[src/rtl/apb_pkg.sv]
`default_nettype none
// ---------------------------------------------------------------------------
// apb_pkg
// Shared types and default widths for the APB master bridge.
//   apb_state_e : bus sequencing states (IDLE, SETUP, ACCESS, RESP)
//   apb_rsp_t   : response record returned to the requester
// Revision: 1.0 - initial release
// ---------------------------------------------------------------------------
package apb_pkg;

  localparam int DEFAULT_ADDR_WIDTH     = 32;
  localparam int DEFAULT_DATA_WIDTH     = 32;
  localparam int DEFAULT_TIMEOUT_CYCLES = 16;

  typedef enum logic [1:0] {
    IDLE   = 2'd0,
    SETUP  = 2'd1,
    ACCESS = 2'd2,
    RESP   = 2'd3
  } apb_state_e;

  // rdata is sized for the widest legal bus; narrower buses use the low bits.
  typedef struct packed {
    logic [DEFAULT_DATA_WIDTH-1:0] rdata;
    logic                          err;
    logic                          timeout;
  } apb_rsp_t;

endpackage : apb_pkg
`default_nettype wire

[src/rtl/apb_master.sv]
`default_nettype none
// ---------------------------------------------------------------------------
// apb_master
// Single-outstanding APB master. Accepts a command on a valid/ready channel,
// runs one SETUP + ACCESS sequence on the APB bus, waits on PREADY with an
// optional bounded timeout, and returns the result on a valid/ready channel.
//
// Ports:
//   clk, rst                 clock, asynchronous active-low reset
//   cmd_valid/ready          command handshake
//   cmd_write/addr/wdata/strb command fields
//   rsp_valid/ready          response handshake
//   rsp_rdata/err/timeout    response fields
//   PSEL..PSTRB              APB request outputs
//   PRDATA/PREADY/PSLVERR    APB completion inputs
// Revision: 1.0 - initial release
// ---------------------------------------------------------------------------
module apb_master
  import apb_pkg::*;
#(
  parameter int ADDR_WIDTH     = DEFAULT_ADDR_WIDTH,
  parameter int DATA_WIDTH     = DEFAULT_DATA_WIDTH,   // 8, 16 or 32
  parameter int TIMEOUT_CYCLES = DEFAULT_TIMEOUT_CYCLES // 0 disables timeout
) (
  input  logic                    clk,
  input  logic                    rst,
  input  logic                    cmd_valid,
  output logic                    cmd_ready,
  input  logic                    cmd_write,
  input  logic [ADDR_WIDTH-1:0]   cmd_addr,
  input  logic [DATA_WIDTH-1:0]   cmd_wdata,
  input  logic [DATA_WIDTH/8-1:0] cmd_strb,
  output logic                    rsp_valid,
  input  logic                    rsp_ready,
  output logic [DATA_WIDTH-1:0]   rsp_rdata,
  output logic                    rsp_err,
  output logic                    rsp_timeout,
  output logic                    PSEL,
  output logic                    PENABLE,
  output logic                    PWRITE,
  output logic [ADDR_WIDTH-1:0]   PADDR,
  output logic [DATA_WIDTH-1:0]   PWDATA,
  output logic [DATA_WIDTH/8-1:0] PSTRB,
  input  logic [DATA_WIDTH-1:0]   PRDATA,
  input  logic                    PREADY,
  input  logic                    PSLVERR
);

  // A zero timeout still needs a legal one-bit counter.
  localparam int CNT_W = (TIMEOUT_CYCLES > 0) ? $clog2(TIMEOUT_CYCLES + 1) : 1;
  localparam logic [CNT_W-1:0] CNT_MAX = '1;

  apb_state_e       state;
  logic [CNT_W-1:0] wait_cnt;
  apb_rsp_t         rsp_q;
  logic             timeout_hit;

  // Abort on the TIMEOUT_CYCLES-th ACCESS cycle that still has PREADY low.
  always_comb begin
    timeout_hit = 1'b0;
    if (TIMEOUT_CYCLES != 0)
      timeout_hit = (wait_cnt == CNT_W'(TIMEOUT_CYCLES - 1));
  end

  assign rsp_rdata   = rsp_q.rdata[DATA_WIDTH-1:0];
  assign rsp_err     = rsp_q.err;
  assign rsp_timeout = rsp_q.timeout;

  // All handshake and bus outputs are flops updated together with the state,
  // so no input reaches an output combinationally.
  always_ff @(posedge clk or negedge rst) begin
    if (!rst) begin
      state     <= IDLE;
      wait_cnt  <= '0;
      rsp_q     <= '0;
      cmd_ready <= 1'b0;
      rsp_valid <= 1'b0;
      PSEL      <= 1'b0;
      PENABLE   <= 1'b0;
      PWRITE    <= 1'b0;
      PADDR     <= '0;
      PWDATA    <= '0;
      PSTRB     <= '0;
    end else begin
      case (state)
        IDLE: begin
          if (cmd_valid && cmd_ready) begin
            PADDR     <= cmd_addr;
            PWRITE    <= cmd_write;
            PWDATA    <= cmd_wdata;
            PSTRB     <= cmd_write ? cmd_strb : '0;
            PSEL      <= 1'b1;
            cmd_ready <= 1'b0;
            wait_cnt  <= '0;
            state     <= SETUP;
          end else begin
            // First cycle after reset release raises ready here.
            cmd_ready <= 1'b1;
          end
        end

        SETUP: begin
          PENABLE <= 1'b1;
          state   <= ACCESS;
        end

        ACCESS: begin
          if (PREADY) begin
            rsp_q.rdata   <= PWRITE ? '0 : DEFAULT_DATA_WIDTH'(PRDATA);
            rsp_q.err     <= PSLVERR;
            rsp_q.timeout <= 1'b0;
            PSEL          <= 1'b0;
            PENABLE       <= 1'b0;
            rsp_valid     <= 1'b1;
            state         <= RESP;
          end else if (timeout_hit) begin
            rsp_q.rdata   <= '0;
            rsp_q.err     <= 1'b1;
            rsp_q.timeout <= 1'b1;
            PSEL          <= 1'b0;
            PENABLE       <= 1'b0;
            rsp_valid     <= 1'b1;
            state         <= RESP;
          end else if (wait_cnt != CNT_MAX) begin
            wait_cnt <= wait_cnt + 1'b1;
          end
        end

        RESP: begin
          if (rsp_ready) begin
            rsp_valid <= 1'b0;
            cmd_ready <= 1'b1;
            state     <= IDLE;
          end
        end

        default: state <= IDLE;
      endcase
    end
  end

endmodule : apb_master
`default_nettype wire

[config.mk]
export PLATFORM = sky130hd
export DESIGN_NAME = apb_master
export DESIGN_NICKNAME = d
export VERILOG_FILES = /design/src/rtl/apb_pkg.sv /design/src/rtl/apb_master.sv
export SDC_FILE = /design/constraint.sdc
export NUM_CORES = 1
export LEC_CHECK = 0
export ABC_AREA = 1
export ABC_CLOCK_PERIOD_IN_PS = 1800
export BUFFER_PORTS_ARGS = -buffer_cell sky130_fd_sc_hd__buf_2
export CAP_MARGIN = 30
export CORE_MARGIN = 4
export CORE_UTILIZATION = 40
export DETAILED_ROUTE_END_ITERATION = 7
export MAX_ROUTING_LAYER = met4
export PLACE_DENSITY = 0.67
export SYNTH_ARGS = -nofsm -noshare
export SYNTH_HDL_FRONTEND = slang
export SYNTH_SLANG_ARGS = --single-unit
[constraint.sdc]
create_clock -name clk -period 1.8 [get_ports clk]
set_input_delay 0.36 -clock clk [delete_from_list [all_inputs] [get_ports clk]]
set_output_delay 0.36 -clock clk [all_outputs]
set_load 0.05 [all_outputs]
# [Yosys cells after proc, flatten, opt, wreduce, memory -nomap -nowiden]
# Index checks and enable logic that the tools add are counted.
[classes] addsub=1 n_eq_ne=11 mux=26 reduce_logical=15
[ops] op="$mux W34" count=2
[ops] op="$mux W32" count=1
[ops] op="$mux W5" count=4
[ops] op="$ne A2 B2 Y1 const B" count=5
[ops] op="$pmux W5 S2" count=1
[ops] op="$reduce_bool A2 Y1" count=5
[ops] op="$reduce_and A3 Y1" count=3
[ops] op="$mux W1" count=8
[ops] op="$mux W2" count=4
[ops] op="$pmux W1 S2" count=4
[ops] op="$pmux W2 S4" count=1
[ops] op="$reduce_and A2 Y1" count=4
[ops] op="$add A5 B1 Y5 const B" count=1
[ops] op="$eq A5 B4 Y1 const B" count=1
[ops] op="$ne A5 B5 Y1 const B" count=1
[ops] op="$reduce_and A5 Y1" count=1
[ops] op="$eq A2 B2 Y1 const B" count=2
[ops] op="$mux W4" count=1
[ops] op="$ne A3 B3 Y1 const B" count=1
[ops] op="$eq A2 B1 Y1 const B" count=1
[ops] op="$logic_not A2 Y1" count=1
[ops] op="$logic_and A1 B1 Y1" count=1
[totals] regBits=114 in_bits=107

# [Longest topological paths before layout]
# Gate-level depths: netlist (run 1).
[logic_depth] word_depth=5 depth_mapped=10 ltp_nobuf=9

# [Least setup slack after synthesis (run 1)]
# OpenSTA, ideal clock, no wires.
[synth_timing] kind="register to register" startpoint="register wait_cnt[0]" endpoint="register rsp_q (netlist bit rsp_rdata[14])" setup_ns=0.133 t_arrival_ns=1.448 required_ns=1.667 path_slack_ns=0.219 stages_incl_launch_ff=8 path_buffers=1 path_cell_list="dfrtp_1 -> ha_1 -> nand2_1 -> nor2_1 -> ha_1 -> o21ai_4 -> clkbuf_1 -> o21ai_0"
[synth_via] elab_chain_cells=3
[synth_lines] element="start: declaration" line="apb_master.sv:54" text="logic [CNT_W-1:0] wait_cnt;"
[synth_lines] element="start signal: assignment" line="apb_master.sv:125" text="wait_cnt <= wait_cnt + 1'b1;"
[synth_lines] element="$eq A5 B4 Y1" line="apb_master.sv:62" text="timeout_hit = (wait_cnt == CNT_W'(TIMEOUT_CYCLES - 1));"
[synth_lines] element="$reduce_bool A2 Y1 (no source line)"
[synth_lines] element="$reduce_and A2 Y1 (no source line)"
[synth_lines] element="end: declaration" line="apb_master.sv:55" text="apb_rsp_t rsp_q;"
# Every way passes these cells.
# A chain may end at the register's enable or synchronous reset.

# [Worst setup path after layout (run 1)]
[layout_timing] startpoint="register wait_cnt[1]" endpoint="register rsp_q (netlist bit rsp_timeout)"
# Same word-level chain as after synthesis.

==> impl_metrics.json, run 1 <==
{
  "status": "finished clean",
  "grt_pass1_vias": 3896,
  "drt_iter0_drc": 258,
  "layout-drive-gt1-share_pct": 35.6,
  "drv_slew": 0,
  "setup_violations": 0,
  "syn_inst": 522,
  "path_clk_slew_ns": 0.05,
  "htreeDepth": 4,
  "crit_path_end_kind": "register",
  "p_leak_nw": 3.76,
  "cts_tree": "yes",
  "grt_usage_pct": 18.2,
  "synthDistinctLibCells": 22,
  "critical-path-top-delay-family": "adder cells",
  "clock_sinks": 114,
  "core_area_um2": 11400,
  "irDropWorstVdd_v": 0.00130,
  "clockRootBuffer": "clkbuf_16",
  "portBuffers": 213,
  "powerDensity_nw_per_um2": 2390,
  "finalWirelength_um": 12100,
  "timing.critical_path.buf_inv": 3,
  "post-dp-hpwl_um": 8700,
  "first_pass_iters": 4,
  "finalPower_mw": 15.7,
  "die-area_um2": 13400,
  "synth_fp_nets": 636,
  "cts_made_buffers": 17,
  "tightest_slew_ns": 0.364,
  "tns_ns": 0,
  "crit_chain": "ha_1 -> nand2_1 -> nor2_2 -> ha_2 -> o21ai_4 -> buf_12 -> buf_4 -> inv_1 -> o21a_1",
  "hold_viol": 0,
  "instances_no_fill": 899,
  "slowest_delay_ns": 0.41,
  "synth-edff-count": 0,
  "rows": 39,
  "crit_path_start_kind": "register",
  "post-route-period-util_pct": 95.9,
  "cp.depth": 9,
  "place_congestion": 0.795,
  "antenna_found_initial": 0,
  "syn_to_final_growth_pct": 41.7,
  "fmax_ghz": 0.579,
  "cp_max_fo": 8,
  "grt_max_degree": 55,
  "critPathRequiredTime_ns": 2.10,
  "finalClockSkew_ns": 0.00577,
  "slew_headroom_pct": 75.7,
  "synthArstFlopShare_pct": 100,
  "yosysWarnings": 0,
  "cap_viol_max_count": 0,
  "diodes": 0,
  "nets": 857,
  "setup_slack_ns": 0.0733,
  "critPathKind": "reg -> reg",
  "place_ws_ns": -0.0312,
  "grt_pass1_wl_um": 18600,
  "yosysSeqAreaShare_pct": 61.3,
  "synth_ff_type": "dfrtp_1",
  "min_period_ns": 1.73,
  "io_pins": 214,
  "layout_commonest_cell": "nand2_1",
  "fillCellCount": 1046,
  "globalRouteOverflowTotal": 0,
  "viasPerCell": 4.52,
  "vias": 4067,
  "post-place-cells": 862,
  "ys_seq_elements": 114,
  "syn_area_per_cell_um2": 8.91,
  "hold_path_class": "in -> reg",
  "clock_latency_ns": 0.40,
  "layout_common_cells": "299 x nand2_1, 212 x buf_2, 114 x dfrtp_1",
  "rr_worst_depth": 9,
  "wl_per_cell_um": 13.4,
  "start_util_pct": 40.7,
  "die_y_um": 116,
  "cts_max_path_buffers": 2,
  "drc_errors": 0,
  "syn_area_um2": 4650,
  "hold_depth": 3,
  "arrival_ns": 2.02,
  "drtAntennaViolNets": 0,
  "die_w_um": 116,
  "critPathSlowestCell": "dfrtp_1"
}
==> Yosys cell counts, types with 2 or more instances <==
| cell type | n | area [µm²] |
|---|---|---|
| nand2_1 | 299 | 1120 |
| dfrtp_1 | 114 | 2850 |
| o21ai_1 | 22 | 110 |
| o21ai_0 | 19 | 95.1 |
| inv_1 | 12 | 45.0 |
| buf_2 | 10 | 50.1 |
| buf_6 | 10 | 113 |
| ha_1 | 7 | 87.6 |
| nor2_1 | 7 | 26.3 |
| nand3_1 | 6 | 30.0 |
| buf_4 | 3 | 22.5 |
| a22o_1 | 2 | 17.5 |
| clkbuf_1 | 2 | 7.51 |
==> area by class of cell <==
class                           count  area, µm²  share of cell area [%]
Sequential cell                   114       2850                    43.3
Timing Repair Buffer              228       1280                    19.5
Clock buffer                       23        498                    7.56
Multi-Input combinational cell    369       1580                    23.9
Inverter                           13       48.8                   0.740
Tap cell                          143        179                    2.72
Clock inverter                      9        150                    2.28
==> registers in the layout, summed over array words and instances (netlist names), 2 cells and up <==
signal	flops
PADDR	32
PSTRB	4
PWDATA	32
rsp_rdata	32
state	2
wait_cnt	5
==> report_power, final <==
group	switching, mW	internal, mW	total [mW]
Clock	1.12	2.49	3.61
Combinational	5.96	1.78	7.74
Sequential	0.646	3.74	4.38
Total	7.72	8.01	15.7
==> cells by family after synthesis <==
family,after synthesis,share of synthesized area [%]
buffers and inverters,39,5.30
adders and majority gates,7,1.88
and+or+nand+nor,316,26.0
AOI/OAI and AO/OA,46,5.49
DFF,114,61.3
==> per-stage QoR <==
stage | utilization [%] | cell area [µm²] | hold slack, ns
6_report | 57.7 | 6590 | 0.146
5_1_grt | 57.7 | 6590 | 0.135
4_1_cts | 57.0 | 6510 | 0.127
3_5_place_dp | 51.2 | 5840 | 0.300
3_3_place_gp | 51.2 | 5840 | 0.297
2_1_floorplan | - | 4650 | 0.0644
==> routing by layer <==
metal / vias up / GRT usage [%] / wire length, µm
met5: - / - / 0
met4: 0 / 9.05 / 354
met3: 29 / 4.86 / 769
met2: 132 / 29.6 / 6130
met1: 1848 / 20.9 / 4830
li1: 2058 / - / -
==> repair_timing <==
| item | 4_1_cts | 5_1_grt |
|---|---|---|
| buffers inserted | 0 | 3 |
| setup endpoints to repair | 9 | 39 |
| cloned | 0 | 1 |
| pin swaps | 0 | 1 |
| hold buffers | 1 | 0 |
| resized for setup | 2 | 6 |
| hold endpoints to repair | 24 | 0 |
==> tightest hold or removal path, cell delays in order <==
cell     delay, ns
buf_2         0.07
nand2_1       0.04
nand2_1       0.04
==> path summary, 6_finish.rpt <==
check                                        start                       to  slack [ns]
min in group asynchronous                      rst  rsp_timeout$_DFFE_PN0P_        0.41
hold / removal                       cmd_wdata[12]   PWDATA[12]$_DFFE_PN0P_        0.15
setup / recovery           wait_cnt[1]$_DFFE_PN0P_  rsp_timeout$_DFFE_PN0P_        0.07
hold reg to reg               PADDR[7]$_DFFE_PN0P_     PADDR[7]$_DFFE_PN0P_        0.47
setup reg to reg           wait_cnt[1]$_DFFE_PN0P_  rsp_timeout$_DFFE_PN0P_        0.07
max in group asynchronous                      rst    PADDR[12]$_DFFE_PN0P_        0.80
Power figures use the tool's default switching activity.
==> run 2, diff against run 1 <==
--- a/config.mk
+++ b/config.mk
@@ -14,6 +14,7 @@
 export DETAILED_ROUTE_END_ITERATION = 7
 export MAX_ROUTING_LAYER = met4
 export PLACE_DENSITY = 0.67
+export RECOVER_POWER = 100
 export SYNTH_ARGS = -nofsm -noshare
 export SYNTH_HDL_FRONTEND = slang
 export SYNTH_SLANG_ARGS = --single-unit
==> run 2 against run 1 <==
  * Final area shrank 2.4%
  * Non-clock buffer count did not move
  * First-iteration DRC count increased by 1.6%
  * Sequential cell count stayed put
  * Register-to-register slack is essentially flat
  * Clock power barely moved
  * Maximum frequency about the same
  * Hold slack worse by 0.00066 ns
  * Die area stayed put
  * Critical endpoint unchanged
  * Largest power group unchanged
  * Highest routed layer unchanged
==> impl_metrics.json, run 2 (same netlist as run 1, synthesis figures left out) <==
{
  "cts_made_buffers": 17,
  "setup_violations": 0,
  "wl_per_cell_um": 13.5,
  "io_pins": 214,
  "start_util_pct": 40.7,
  "placed_cell_area_um2": 5840,
  "drt_iter0_drc": 262,
  "die-area_um2": 13400,
  "htreeDepth": 4,
  "cap_viol_max_count": 0,
  "crit_path_end_kind": "register",
  "antenna_found_initial": 0,
  "cp_max_fo": 8,
  "min_period_ns": 1.73,
  "layout-drive-gt1-share_pct": 22.0,
  "finalWirelength_um": 12100,
  "grt_max_degree": 55,
  "fillCellCount": 1093,
  "layout_commonest_cell": "nand2_1",
  "grt_usage_pct": 18.2,
  "path_clk_slew_ns": 0.05,
  "grt_pass1_vias": 3896,
  "diodes": 0,
  "syn_to_final_growth_pct": 38.2,
  "fin_util_pct": 56.3,
  "p_leak_nw": 3.39,
  "hold_viol": 0,
  "rows": 39,
  "first_pass_iters": 4,
  "drc_errors": 0,
  "finalClockSkew_ns": 0.00529,
  "portBuffers": 213,
  "cts_max_path_buffers": 2,
  "critPathRequiredTime_ns": 2.10,
  "tightest_slew_ns": 0.659,
  "crit_path_start_kind": "register",
  "post-route-period-util_pct": 95.9,
  "place_congestion": 0.795,
  "status": "finished clean",
  "die_w_um": 116,
  "arrival_ns": 2.02,
  "fmax_ghz": 0.579,
  "drtAntennaViolNets": 0,
  "vias": 4078,
  "clock_sinks": 114,
  "slew_headroom_pct": 56.0,
  "critPathKind": "reg -> reg",
  "hold_path_class": "in -> reg",
  "post-dp-hpwl_um": 8700,
  "tns_ns": 0,
  "core_area_um2": 11400,
  "drv_slew": 0,
  "globalRouteOverflowTotal": 0,
  "cts_tree": "yes",
  "irDropWorstVdd_v": 0.00123,
  "grt_pass1_wl_um": 18600,
  "powerDensity_nw_per_um2": 2400,
  "clockRootBuffer": "clkbuf_16",
  "die_y_um": 116,
  "clock_latency_ns": 0.41,
  "nets": 857,
  "layout_common_cells": "299 x nand2_1, 114 x dfrtp_1, 105 x buf_2",
  "fin_area_um2": 6430,
  "viasPerCell": 4.54
}
[run 2: cell count changes in the layout (fill, tap and decap cells not counted), sizes merged]
cell,before,now
clkbuf,24,133
buf,226,117
[run 2: cell type report]
class	instances	area, µm²	share of cell area (%)
Timing Repair Buffer	228	1120	17.5
Inverter	13	48.8	0.759
Tap cell	143	179	2.78
Clock buffer	23	498	7.74
Multi-Input combinational cell	369	1580	24.5
Sequential cell	114	2850	44.4
Clock inverter	9	150	2.33
[run 2: path summary, 6_finish.rpt]
kind,start,endpoint,slack (ns),cells after the start
max in group asynchronous,rst,PADDR[12]$_DFFE_PN0P_,0.40,3
hold reg to reg,PADDR[7]$_DFFE_PN0P_,PADDR[7]$_DFFE_PN0P_,0.47,2
min in group asynchronous,rst,PENABLE$_DFFE_PN0P_,0.52,2
setup / recovery,wait_cnt[1]$_DFFE_PN0P_,rsp_timeout$_DFFE_PN0P_,0.07,9
setup reg to reg,wait_cnt[1]$_DFFE_PN0P_,rsp_timeout$_DFFE_PN0P_,0.07,9
hold / removal,cmd_wdata[11],PWDATA[11]$_DFFE_PN0P_,0.15,3
[run 2: report_power, final]
| group | switching [mW] | total [mW] | internal (mW) | leakage, nW |
|---|---|---|---|---|
| registers | 0.686 | 4.42 | 3.74 | 1.46 |
| clock network | 1.11 | 3.60 | 2.49 | 0.315 |
| logic | 5.95 | 7.38 | 1.44 | 1.62 |
[run 2: routing by layer]
layer | track usage, % | up-vias | share of wire, %
li1 | - | 2053 | -
met4 | 9.05 | 0 | 2.9
met1 | 20.9 | 1863 | 40
met3 | 4.86 | 30 | 6.3
met5 | - | - | 0
met2 | 29.6 | 132 | 51
[run 2: what timing repair did]
item                                   CTS  global route
hold buffers                             1             0
cloned                                   0             1
endpoints found under the hold margin   24             0
pin swaps                                0             1
resized for setup                        2             6
buffers inserted                         0             3
setup endpoints to repair                9            39
[run 2: critical path, stage by stage (launching register included)]
cell     delay (ns)
dfrtp_1        0.40
ha_1           0.22
nand2_1        0.10
nor2_2         0.05
ha_2           0.20
o21ai_4        0.18
buf_12         0.16
buf_4          0.11
inv_1          0.04
o21a_1         0.16
[run 2: through the flow]
step | instances | setup WS, ns | power (mW) | hold slack (ns)
global route | 899 | -0.0161 | 16.3 | 0.135
global placement | 862 | 0.0626 | 12.0 | 0.297
floorplan | 522 | 0.219 | 10.2 | 0.0644
CTS | 895 | 0.0278 | 15.8 | 0.127
detailed placement | 862 | -0.0312 | 12.1 | 0.300
finish | 899 | 0.0743 | 15.4 | 0.146
